`src/rtl/tetris_pkg.sv`:
```
// Shared types for the player-move interface between the button front end
// and the game executioner.
package tetris_pkg;

    typedef enum logic [1:0] {
        CMD_NONE   = 2'd0,
        CMD_LEFT   = 2'd1,
        CMD_RIGHT  = 2'd2,
        CMD_ROTATE = 2'd3
    } command_t;

endpackage

```
`src/rtl/button_debouncer.sv`:
```
// Two-flop synchroniser followed by a stability counter; the debounced level
// flips only after DEBOUNCE_CYCLES consecutive cycles of disagreement.
module button_debouncer #(
    parameter int DEBOUNCE_CYCLES = 20000
) (
    input  logic clk,
    input  logic reset,
    input  logic btn,
    output logic level
);

    localparam int CW = $clog2(DEBOUNCE_CYCLES + 1);

    logic          sync1;
    logic          sync2;
    logic [CW-1:0] cnt;

    always_ff @(posedge clk) begin
        if (reset) begin
            sync1 <= 1'b0;
            sync2 <= 1'b0;
            cnt   <= '0;
            level <= 1'b0;
        end else begin
            sync1 <= btn;
            sync2 <= sync1;
            if (sync2 != level) begin
                if (cnt == CW'(DEBOUNCE_CYCLES - 1)) begin
                    level <= ~level;
                    cnt   <= '0;
                end else begin
                    cnt <= cnt + CW'(1);
                end
            end else begin
                cnt <= '0;
            end
        end
    end

endmodule

```
`src/rtl/move_command_generator.sv`:
```
// Turns left/right/rotate buttons into move/move_valid/move_clk strobes with
// delayed auto-repeat for horizontal moves and one command in flight at a time.
import tetris_pkg::*;

module move_command_generator #(
    parameter int DEBOUNCE_CYCLES    = 20000,
    parameter int DAS_DELAY_CYCLES   = 3000000,
    parameter int ARR_CYCLES         = 1000000,
    parameter int STROBE_HIGH_CYCLES = 4,
    parameter int STROBE_LOW_CYCLES  = 4
) (
    input  logic       clk,
    input  logic       reset,
    input  logic       btn_left,
    input  logic       btn_right,
    input  logic       btn_rotate,
    input  logic       enable,
    output command_t   move,
    output logic       move_valid,
    output logic       move_clk,
    output logic [7:0] issue_count
);

    localparam int TMAX = (DAS_DELAY_CYCLES > ARR_CYCLES) ? DAS_DELAY_CYCLES : ARR_CYCLES;
    localparam int TW   = $clog2(TMAX + 1);
    localparam int SMAX = (STROBE_HIGH_CYCLES > STROBE_LOW_CYCLES) ? STROBE_HIGH_CYCLES
                                                                    : STROBE_LOW_CYCLES;
    localparam int SW   = $clog2(SMAX + 1);

    typedef enum logic [1:0] {H_IDLE, H_DELAY, H_REPEAT} hstate_t;
    typedef enum logic [1:0] {I_IDLE, I_HIGH, I_LOW} istate_t;

    logic       lvl_l, lvl_r, lvl_rot;
    logic [2:0] lvl_d;

    button_debouncer #(.DEBOUNCE_CYCLES(DEBOUNCE_CYCLES)) u_deb_left (
        .clk(clk), .reset(reset), .btn(btn_left), .level(lvl_l)
    );
    button_debouncer #(.DEBOUNCE_CYCLES(DEBOUNCE_CYCLES)) u_deb_right (
        .clk(clk), .reset(reset), .btn(btn_right), .level(lvl_r)
    );
    button_debouncer #(.DEBOUNCE_CYCLES(DEBOUNCE_CYCLES)) u_deb_rotate (
        .clk(clk), .reset(reset), .btn(btn_rotate), .level(lvl_rot)
    );

    logic press_l, press_r, press_rot, rel_l, rel_r, rel_dir;

    assign press_l   = enable & lvl_l   & ~lvl_d[0];
    assign press_r   = enable & lvl_r   & ~lvl_d[1];
    assign press_rot = enable & lvl_rot & ~lvl_d[2];
    assign rel_l     = ~lvl_l & lvl_d[0];
    assign rel_r     = ~lvl_r & lvl_d[1];

    // Horizontal auto-repeat state
    hstate_t       h_state, h_next;
    logic [TW-1:0] timer, timer_next;
    logic          dir_right, dir_next;
    logic          set_horz;

    // Issue state
    istate_t       i_state, i_next;
    logic [SW-1:0] scnt, scnt_next;
    command_t      cmd_q, cmd_next, sel_cmd, move_n;
    logic          pend_rot, pend_horz;
    logic          start, take_rot, take_horz;

    assign rel_dir = dir_right ? rel_r : rel_l;

    always_ff @(posedge clk) begin
        if (reset) begin
            lvl_d     <= '0;
            h_state   <= H_IDLE;
            timer     <= '0;
            dir_right <= 1'b0;
        end else begin
            lvl_d     <= {lvl_rot, lvl_r, lvl_l};
            h_state   <= h_next;
            timer     <= timer_next;
            dir_right <= dir_next;
        end
    end

    // Left is tested before right so a same-cycle double press selects left.
    always_comb begin
        h_next     = h_state;
        timer_next = timer;
        dir_next   = dir_right;
        set_horz   = 1'b0;
        if (!enable) begin
            h_next = H_IDLE;
        end else if (press_l) begin
            dir_next   = 1'b0;
            set_horz   = 1'b1;
            timer_next = TW'(DAS_DELAY_CYCLES);
            h_next     = H_DELAY;
        end else if (press_r) begin
            dir_next   = 1'b1;
            set_horz   = 1'b1;
            timer_next = TW'(DAS_DELAY_CYCLES);
            h_next     = H_DELAY;
        end else if (h_state != H_IDLE) begin
            if (rel_dir) begin
                h_next = H_IDLE;
            end else if (timer == TW'(1)) begin
                set_horz   = 1'b1;
                timer_next = TW'(ARR_CYCLES);
                h_next     = H_REPEAT;
            end else begin
                timer_next = timer - TW'(1);
            end
        end
    end

    assign start     = (i_state == I_IDLE) && enable && (pend_rot || pend_horz);
    assign take_rot  = start & pend_rot;
    assign take_horz = start & ~pend_rot;
    assign sel_cmd   = pend_rot ? CMD_ROTATE : (dir_right ? CMD_RIGHT : CMD_LEFT);

    always_ff @(posedge clk) begin
        if (reset || !enable) begin
            pend_rot  <= 1'b0;
            pend_horz <= 1'b0;
        end else begin
            if (take_rot)       pend_rot <= 1'b0;
            else if (press_rot) pend_rot <= 1'b1;
            if (take_horz)      pend_horz <= 1'b0;
            else if (set_horz)  pend_horz <= 1'b1;
        end
    end

    always_ff @(posedge clk) begin
        if (reset) begin
            i_state <= I_IDLE;
            scnt    <= '0;
            cmd_q   <= CMD_NONE;
        end else begin
            i_state <= i_next;
            scnt    <= scnt_next;
            cmd_q   <= cmd_next;
        end
    end

    always_comb begin
        i_next    = i_state;
        scnt_next = scnt;
        cmd_next  = cmd_q;
        case (i_state)
            I_IDLE: begin
                if (start) begin
                    i_next    = I_HIGH;
                    scnt_next = '0;
                    cmd_next  = sel_cmd;
                end
            end
            I_HIGH: begin
                if (scnt == SW'(STROBE_HIGH_CYCLES - 1)) begin
                    i_next    = I_LOW;
                    scnt_next = '0;
                end else begin
                    scnt_next = scnt + SW'(1);
                end
            end
            I_LOW: begin
                if (scnt == SW'(STROBE_LOW_CYCLES - 1)) begin
                    i_next    = I_IDLE;
                    scnt_next = '0;
                    cmd_next  = CMD_NONE;
                end else begin
                    scnt_next = scnt + SW'(1);
                end
            end
            default: begin
                i_next    = I_IDLE;
                scnt_next = '0;
                cmd_next  = CMD_NONE;
            end
        endcase
    end

    // Outputs are decoded from the next state and registered, so they line up
    // with the state they describe.
    always_comb begin
        move_n = (i_next == I_HIGH) ? cmd_next : CMD_NONE;
    end

    always_ff @(posedge clk) begin
        if (reset) begin
            move        <= CMD_NONE;
            move_valid  <= 1'b0;
            move_clk    <= 1'b0;
            issue_count <= '0;
        end else begin
            move        <= move_n;
            move_valid  <= (i_next == I_HIGH);
            move_clk    <= (i_next == I_HIGH);
            issue_count <= issue_count + {7'd0, start};
        end
    end

endmodule
```
`config.mk`:
```
export PLATFORM = sky130hd
export DESIGN_NAME = move_command_generator
export DESIGN_NICKNAME = d
export VERILOG_FILES = /design/src/rtl/tetris_pkg.sv /design/src/rtl/button_debouncer.sv /design/src/rtl/move_command_generator.sv
export SDC_FILE = /design/constraint.sdc
export NUM_CORES = 1
export LEC_CHECK = 0
export BUFFER_PORTS_ARGS = -buffer_cell sky130_fd_sc_hd__clkbuf_2
export CAP_MARGIN = 20
export CORE_UTILIZATION = 30
export CTS_CLUSTER_DIAMETER = 30
export DETAILED_ROUTE_END_ITERATION = 7
export SLEW_MARGIN = 25
export SYNTH_ARGS = -nofsm -noshare
export SYNTH_HDL_FRONTEND = slang
export SYNTH_HIERARCHICAL = 1
export SYNTH_SLANG_ARGS = --single-unit
```
`constraint.sdc`:
```
create_clock -name clk -period 2.3 [get_ports clk]
set_clock_uncertainty 0.2 [all_clocks]
set_input_delay 0.46 -clock clk [delete_from_list [all_inputs] [get_ports clk]]
set_output_delay 0.46 -clock clk [all_outputs]
set_load 0.005 [all_outputs]
```
==> reports/metrics.csv, run 1 <==
stage;metric;value;unit
logic_synthesis;multiplexer area fraction after synthesis;0.639;%
floorplan;number of standard-cell rows in the floorplan;45;
flow_run;maxcap violations;0;
placement;HPWL Detailed;7.05;mm
finish;commonest non-fill, non-tap cells in the layout;102 x sky130_fd_sc_hd__dfxtp_1, 69 x sky130_fd_sc_hd__nor2_1, 36 x sky130_fd_sc_hd__xnor2_1, 28 x sky130_fd_sc_hd__nand3_1, 28 x sky130_fd_sc_hd__buf_4;
cts;clock root buffer;sky130_fd_sc_hd__clkbuf_16;
placement;placer congestion estimate;0.940;
setup_path;cell with the largest stage delay on the worst path;sky130_fd_sc_hd__or4_4;
cts;Post-CTS Hold Buffers;0;
power;switching portion of total power;21.2;%
logic_synthesis;summed instance area of the synthesized netlist;4700;sq um
setup_path;Arr. time, crit path;2.28;ns
global_routing;antenna violations before repair;0;
logic_synthesis;distinct cell type count of the synthesized netlist;55;
setup_path;maximum fanout along the worst path;4;
logic_synthesis;Yosys warnings;6;
cts;TritonCTS clock tree;done;
logic_synthesis;post-synth top area share;43.4;%
floorplan;I/O pin count;18;
cts;largest buffer count on any clock path;2;
setup_path;cell depth of the worst flop-to-flop path;5;
logic_synthesis;total of flip-flops plus latches after synthesis;102;
global_routing;total track usage;12.6;%
sta;number of hold violations in the final report;0;
logic_synthesis;average instance area after synthesis;8.97;sq um
setup_path;cell family with most CP delay;simple AND/OR/NAND/NOR gates;
drt;DRC violation count after routing;0;
finish;most common cell after layout, fill and taps aside;sky130_fd_sc_hd__dfxtp_1;
power;total power after layout;0.00339;W
power;worst vdd ir;0.000391;V
run_status;run status;finished, final reports clean;
cts;sinks on the clock net;102;
finish;post-route cell area;5520;sq um
placement;Buffers on Ports;17;
finish;final std cells w/o fill;782;
finish;Core Util, Final;36.2;%
finish;relative area change from synthesis to final layout;17.4;%
hold_path;worst hold-check path type;input pin to flip-flop;
sta;clock period minus final worst setup slack;2.26;ns
power;Logic pwr share;1.4;%
sta;tightest slew margin relative to the limit;54.5;%
logic_synthesis;number of flops mapped to enable cells by yosys;0;
power;cell-internal power;0.00268;W
floorplan;Initial Util;30.8;%
setup_path;CP Class;flip-flop to flip-flop;
floorplan;DIE WIDTH;127;um
logic_synthesis;main combinational cell family by area after synthesis;simple AND/OR/NAND/NOR gates;
sta;measured slew at the worst slew-check pin;0.680;ns
sta;Setup-failing EPs final;0;
setup_path;crit-path cells;or4_4 > or2_4 > or3_4 > o31ai_1 > a21oi_2;
setup_path;cell depth of the worst setup path;5;
logic_synthesis;synthesized-area fraction occupied by adder cells;3.19;%
power;Clk network pwr share;46.3;%
hold_path;number of cells traversed by the worst hold path;2;
logic_synthesis;sequential share of the synthesized area;43.4;%
setup_path;Critical Path End Type;flip-flop;
global_routing;number of global-route vias before repair;3656;
power;leakage power of the design;2.03;nW
placement;dpl cells;765;
finish;share of layout cells above drive strength 1;16.8;%
power;Switching Power;0.000718;W
setup_path;delay of the slowest cell on the worst path;0.56;ns
logic_synthesis;library cell occupying the most area in the post-synthesis netlist;sky130_fd_sc_hd__dfxtp_1;
finish;fin nets;584;
logic_synthesis;fraction of synthesis flops using an asynchronous set or reset pin;0;%
logic_synthesis;xor and xnor fraction of the mapped netlist area;10.6;%
drt;via count;3784;
cts;CTS buffer count;9;
finish;count of inserted antenna diode cells;0;
cts;clk slew on worst S/H paths;0.07;ns
global_routing;first-pass GRT wire length;16.8;mm
global_routing;largest net degree at the start of global routing;23;
floorplan;die outline area;16200;sq um
cts;H-tree depth;3;
sta;WHS;0.141;ns
setup_path;buffering stage count on the worst path with inverters included;0;
drt;initial detailed-routing violation count;134;
drt;number of detailed-routing iterations run before antenna repair;5;
drt;total wire length;9.63;mm
sta;max-slew violation count;0;
drt;residual antenna-violating net count after detailed routing;0;
logic_synthesis;most used flip-flop cell after synthesis;sky130_fd_sc_hd__dfxtp_1;
sta;highest clock frequency the design can meet;442;MHz
logic_synthesis;compound-gate portion of the synthesized area;9.53;%
drt;Via-to-Cell Ratio;4.84;
logic_synthesis;synthesized-area fraction occupied by and/or/nand/nor cells;28.9;%
drt;routed length per instance;12.3;um
placement;Post-DP Area;5160;sq um
setup_path;Critical Path Source Type;flip-flop;
sta;crit share post-route;98.3;%
logic_synthesis;cells taking the most area after synthesis;sky130_fd_sc_hd__dfxtp_1 43%, sky130_fd_sc_hd__xnor2_1 6.7%, sky130_fd_sc_hd__nor2_1 5.5%;
cts;Clock Latency Late Sink;0.34;ns
power;relative contribution of sequential cells to total power;52.3;%
logic_synthesis;Syn Nets;542;
power;power density cells;615;nW/um^2
floorplan;area of the core;15300;sq um
floorplan;die height;127;um
setup_path;data required time of the critical path;2.32;ns
logic_synthesis;cell count after synthesis;524;
global_routing;total global routing overflow;0;
[metal layers]
layer | global-route usage, % | vias up | share of wire [%] | routed length [um]
met3 | 3.77 | 13 | 3.8 | 369
met1 | 15.6 | 1768 | 47 | 4560
met2 | 21.2 | 69 | 48 | 4580
li1 | - | 1934 | - | -
met5 | 0 | - | 0 | 0
met4 | 3.43 | 0 | 1.3 | 125
[cell usage after synthesis, types with 16 or more instances]
cell type                 number
sky130_fd_sc_hd__dfxtp_1     102
sky130_fd_sc_hd__nor2_1       69
sky130_fd_sc_hd__xnor2_1      36
sky130_fd_sc_hd__nand3_1      28
sky130_fd_sc_hd__nor3_1       26
sky130_fd_sc_hd__a21oi_1      21
sky130_fd_sc_hd__xor2_1       21
sky130_fd_sc_hd__nand2_1      19
sky130_fd_sc_hd__inv_1        18
sky130_fd_sc_hd__nor2b_1      18
sky130_fd_sc_hd__nand4_1      16
[cell families after synthesis]
logic type	after synthesis
simple gates	250
flops	102
compound gates	67
xor+xnor	57
buf+inv	33
fa+ha+maj	12
mux	3
[final cells by class]
cell class	count	area [sq um]
clock buffers	10	239
well taps	211	264
inverters	18	67.6
multi-input cells	389	2520
clock inverters	6	73.8
repair buffers	46	315
flip-flops and latches	102	2040
fillers	1550	9740
[state kept, by name (all words and copies together) (netlist names), 2 cells and up]
register and flops:
u_deb_right/cnt 15, issue_count 8, move 2, lvl_d 3, h_state 2, timer 22, scnt 3, i_state 2
u_deb_rotate/cnt 15, u_deb_left/cnt 15, cmd_q 2
[power by group through the flow]
| stage | Combinational (W) | Clock (W) | Sequential [W] |
|---|---|---|---|
| floorplan | 0.0000283 | 0 | 0.00181 |
| CTS | 0.0000483 | 0.00163 | 0.00177 |
| detailed placement | 0.0000482 | 0 | 0.00182 |
| global route | 0.0000531 | 0.00170 | 0.00178 |
| global placement | 0.0000476 | 0 | 0.00182 |
| finish | 0.0000475 | 0.00157 | 0.00177 |
[repair_timing]
action / CTS / global route
pin swaps: 0 / 4
buffers inserted: 0 / 1
setup endpoints to repair: 1 / 12
resized for setup: 1 / 9
cloned: 0 / 0
[metrics by stage]
| step | TNS (ns) | setup slack (ns) |
|---|---|---|
| after floorplan | 0 | 0.0956 |
| after global placement | 0 | 0.0318 |
| after detailed placement | 0 | 0.0508 |
| after CTS | 0 | 0.0326 |
| after global routing | -0.00105 | -0.00105 |
| final | 0 | 0.0388 |
[worst paths after layout]
| kind | endpoint | slack, ns | startpoint |
|---|---|---|---|
| min reg2reg | u_deb_right/sync2 | 0.25 | u_deb_right/sync1 |
| max | timer[19] | 0.04 | timer[13] |
| max reg2reg | timer[19] | 0.04 | timer[13] |
| min | u_deb_left/sync1 | 0.14 | btn_left |
No activity file was read; power rests on OpenSTA's default activity.
==> inputs of run 2 (changes only) <==
- SKIP_CTS_REPAIR_TIMING: not set -> 1
- clock period: 2.3 -> 2.45 ns (I/O delays scaled with it)
==> reports/metrics.csv, run 2 (synthesized netlist as in run 1, its figures left out) <==
stage;metric;value;unit
run_status;run status;finished, final reports clean;
placement;placer congestion estimate;0.890;
setup_path;CP Class;flip-flop to flip-flop;
setup_path;Reg2Reg Setup Slack;0.10;ns
cts;largest buffer count on any clock path;2;
setup_path;Critical Path End Type;flip-flop;
cts;clock root buffer;sky130_fd_sc_hd__clkbuf_16;
flow_run;maxcap violations;0;
sta;measured slew at the worst slew-check pin;0.702;ns
global_routing;largest net degree at the start of global routing;33;
setup_path;crit-path cells;or4_4 > or2_4 > or3_4 > a311o_1 > a21oi_1;
setup_path;worst flop-to-flop path startpoint;timer[12];
floorplan;DIE WIDTH;127;um
sta;tightest slew margin relative to the limit;53.0;%
sta;crit share post-route;95.8;%
power;leakage power of the design;1.95;nW
finish;most common cell after layout, fill and taps aside;sky130_fd_sc_hd__dfxtp_1;
drt;DRC violation count after routing;0;
placement;HPWL Detailed;6.90;mm
setup_path;data required time of the critical path;2.52;ns
setup_path;Arr. time, crit path;2.42;ns
hold_path;hold path startpoint;btn_left;
setup_path;Critical R2R Capture;timer[19];
global_routing;total track usage;12.8;%
sta;WHS;0.168;ns
floorplan;I/O pin count;18;
global_routing;first-pass GRT wire length;16.7;mm
sta;Setup-failing EPs final;0;
cts;H-tree depth;3;
finish;max reg flops;22;
setup_path;delay of the slowest cell on the worst path;0.57;ns
placement;Buffers on Ports;17;
setup_path;buffering stage count on the worst path with inverters included;0;
drt;via count;3708;
drt;total wire length;9.54;mm
finish;number of fill cells;1573;
finish;fin nets;571;
finish;count of inserted antenna diode cells;0;
cts;TritonCTS clock tree;done;
finish;post-route cell area;5360;sq um
hold_path;Hold Path Sink;u_deb_left/sync1;
floorplan;area of the core;15300;sq um
global_routing;total global routing overflow;0;
power;worst vdd ir;0.000340;V
sta;setup TNS;0;ns
hold_path;worst hold-check path type;input pin to flip-flop;
cts;CTS buffer count;9;
cts;Clock Latency Late Sink;0.35;ns
cts;sinks on the clock net;102;
global_routing;antenna violations before repair;0;
drt;initial detailed-routing violation count;132;
floorplan;die height;127;um
setup_path;cell family with most CP delay;simple AND/OR/NAND/NOR gates;
drt;Via-to-Cell Ratio;4.83;
drt;number of detailed-routing iterations run before antenna repair;4;
finish;relative area change from synthesis to final layout;14.0;%
sta;RSZ-0062 raised after global routing;false;
sta;highest clock frequency the design can meet;426;MHz
finish;register with the highest flop count;timer;
global_routing;number of global-route vias before repair;3672;
drt;routed length per instance;12.4;um
setup_path;Critical Path Source Type;flip-flop;
placement;Post-DP Area;5060;sq um
setup_path;cell with the largest stage delay on the worst path;sky130_fd_sc_hd__or4_4;
floorplan;die outline area;16200;sq um
cts;clk slew on worst S/H paths;0.07;ns
sta;max-slew violation count;0;
finish;share of layout cells above drive strength 1;13.6;%
drt;residual antenna-violating net count after detailed routing;0;
setup_path;cell depth of the worst flop-to-flop path;5;
finish;commonest non-fill, non-tap cells in the layout;102 x sky130_fd_sc_hd__dfxtp_1, 69 x sky130_fd_sc_hd__nor2_1, 36 x sky130_fd_sc_hd__xnor2_1, 28 x sky130_fd_sc_hd__nand3_1, 26 x sky130_fd_sc_hd__nor3_1;
sta;clock period minus final worst setup slack;2.35;ns
floorplan;Initial Util;30.8;%
setup_path;maximum fanout along the worst path;5;
floorplan;number of standard-cell rows in the floorplan;45;
sta;number of hold violations in the final report;0;
power;power density cells;586;nW/um^2
hold_path;number of cells traversed by the worst hold path;2;
[run 2: cell count changes in the layout (fill, tap and decap cells not counted), moves of 2 or more]
cell,delta
sky130_fd_sc_hd__ha_1,+2
sky130_fd_sc_hd__clkinvlp_4,-2
sky130_fd_sc_hd__clkinv_2,+2
sky130_fd_sc_hd__buf_4,-12
sky130_fd_sc_hd__a2111oi_0,+2
sky130_fd_sc_hd__ha_2,-2
[run 2: where the power goes]
part | switching (W) | internal (W)
sequential | 0.00000348 | 0.00166
combinational | 0.0000285 | 0.0000134
clock | 0.000617 | 0.000817
total | 0.000649 | 0.00249
[run 2: metal layers]
metal  GRT usage (%)  up-vias  wire length (um)
met2            21.5       48              4510
met4            4.90        0               168
met1            15.5     1731              4510
li1                -     1914                 -
met5               0        -                 0
met3            3.77       15               347
[run 2: metrics by stage]
| stage | util, % | std cells | worst slack (ns) | power (W) |
|---|---|---|---|---|
| floorplan | - | 524 | 0.246 | 0.00173 |
| global placement | 33.2 | 753 | 0.0827 | 0.00175 |
| detailed placement | 33.2 | 753 | 0.0565 | 0.00175 |
| CTS | 35.1 | 768 | 0.127 | 0.00319 |
| global route | 35.1 | 768 | 0.0332 | 0.00326 |
| finish | 35.1 | 768 | 0.103 | 0.00314 |
[run 2: worst max-delay path by stage]
stage	from	end	slack, ns	cells past startpoint
after floorplan	timer[12]	timer[19]	0.25	5
after global placement	enable	timer[19]	0.08	6
after detailed placement	enable	timer[19]	0.06	6
after CTS	timer[12]	timer[19]	0.13	5
after global routing	timer[2]	timer[17]	0.03	7
final	timer[12]	timer[19]	0.10	5
[run 2: cell type report]
class | count | area, sq um | area share (%)
Multi-Input combinational cell | 389 | 2480 | 46.4
Timing Repair Buffer | 33 | 205 | 3.83
Inverter | 18 | 67.6 | 1.26
Tap cell | 211 | 264 | 4.93
Sequential cell | 102 | 2040 | 38.1
Clock inverter | 5 | 57.6 | 1.07
Clock buffer | 10 | 239 | 4.46
[run 2: worst reg2reg max path, delay by kind of cell, from the launching register on]
kind / cells / cell delay (ns)
flops: 1 / 0.35
simple gates: 3 / 1.23
compound gates: 2 / 0.50
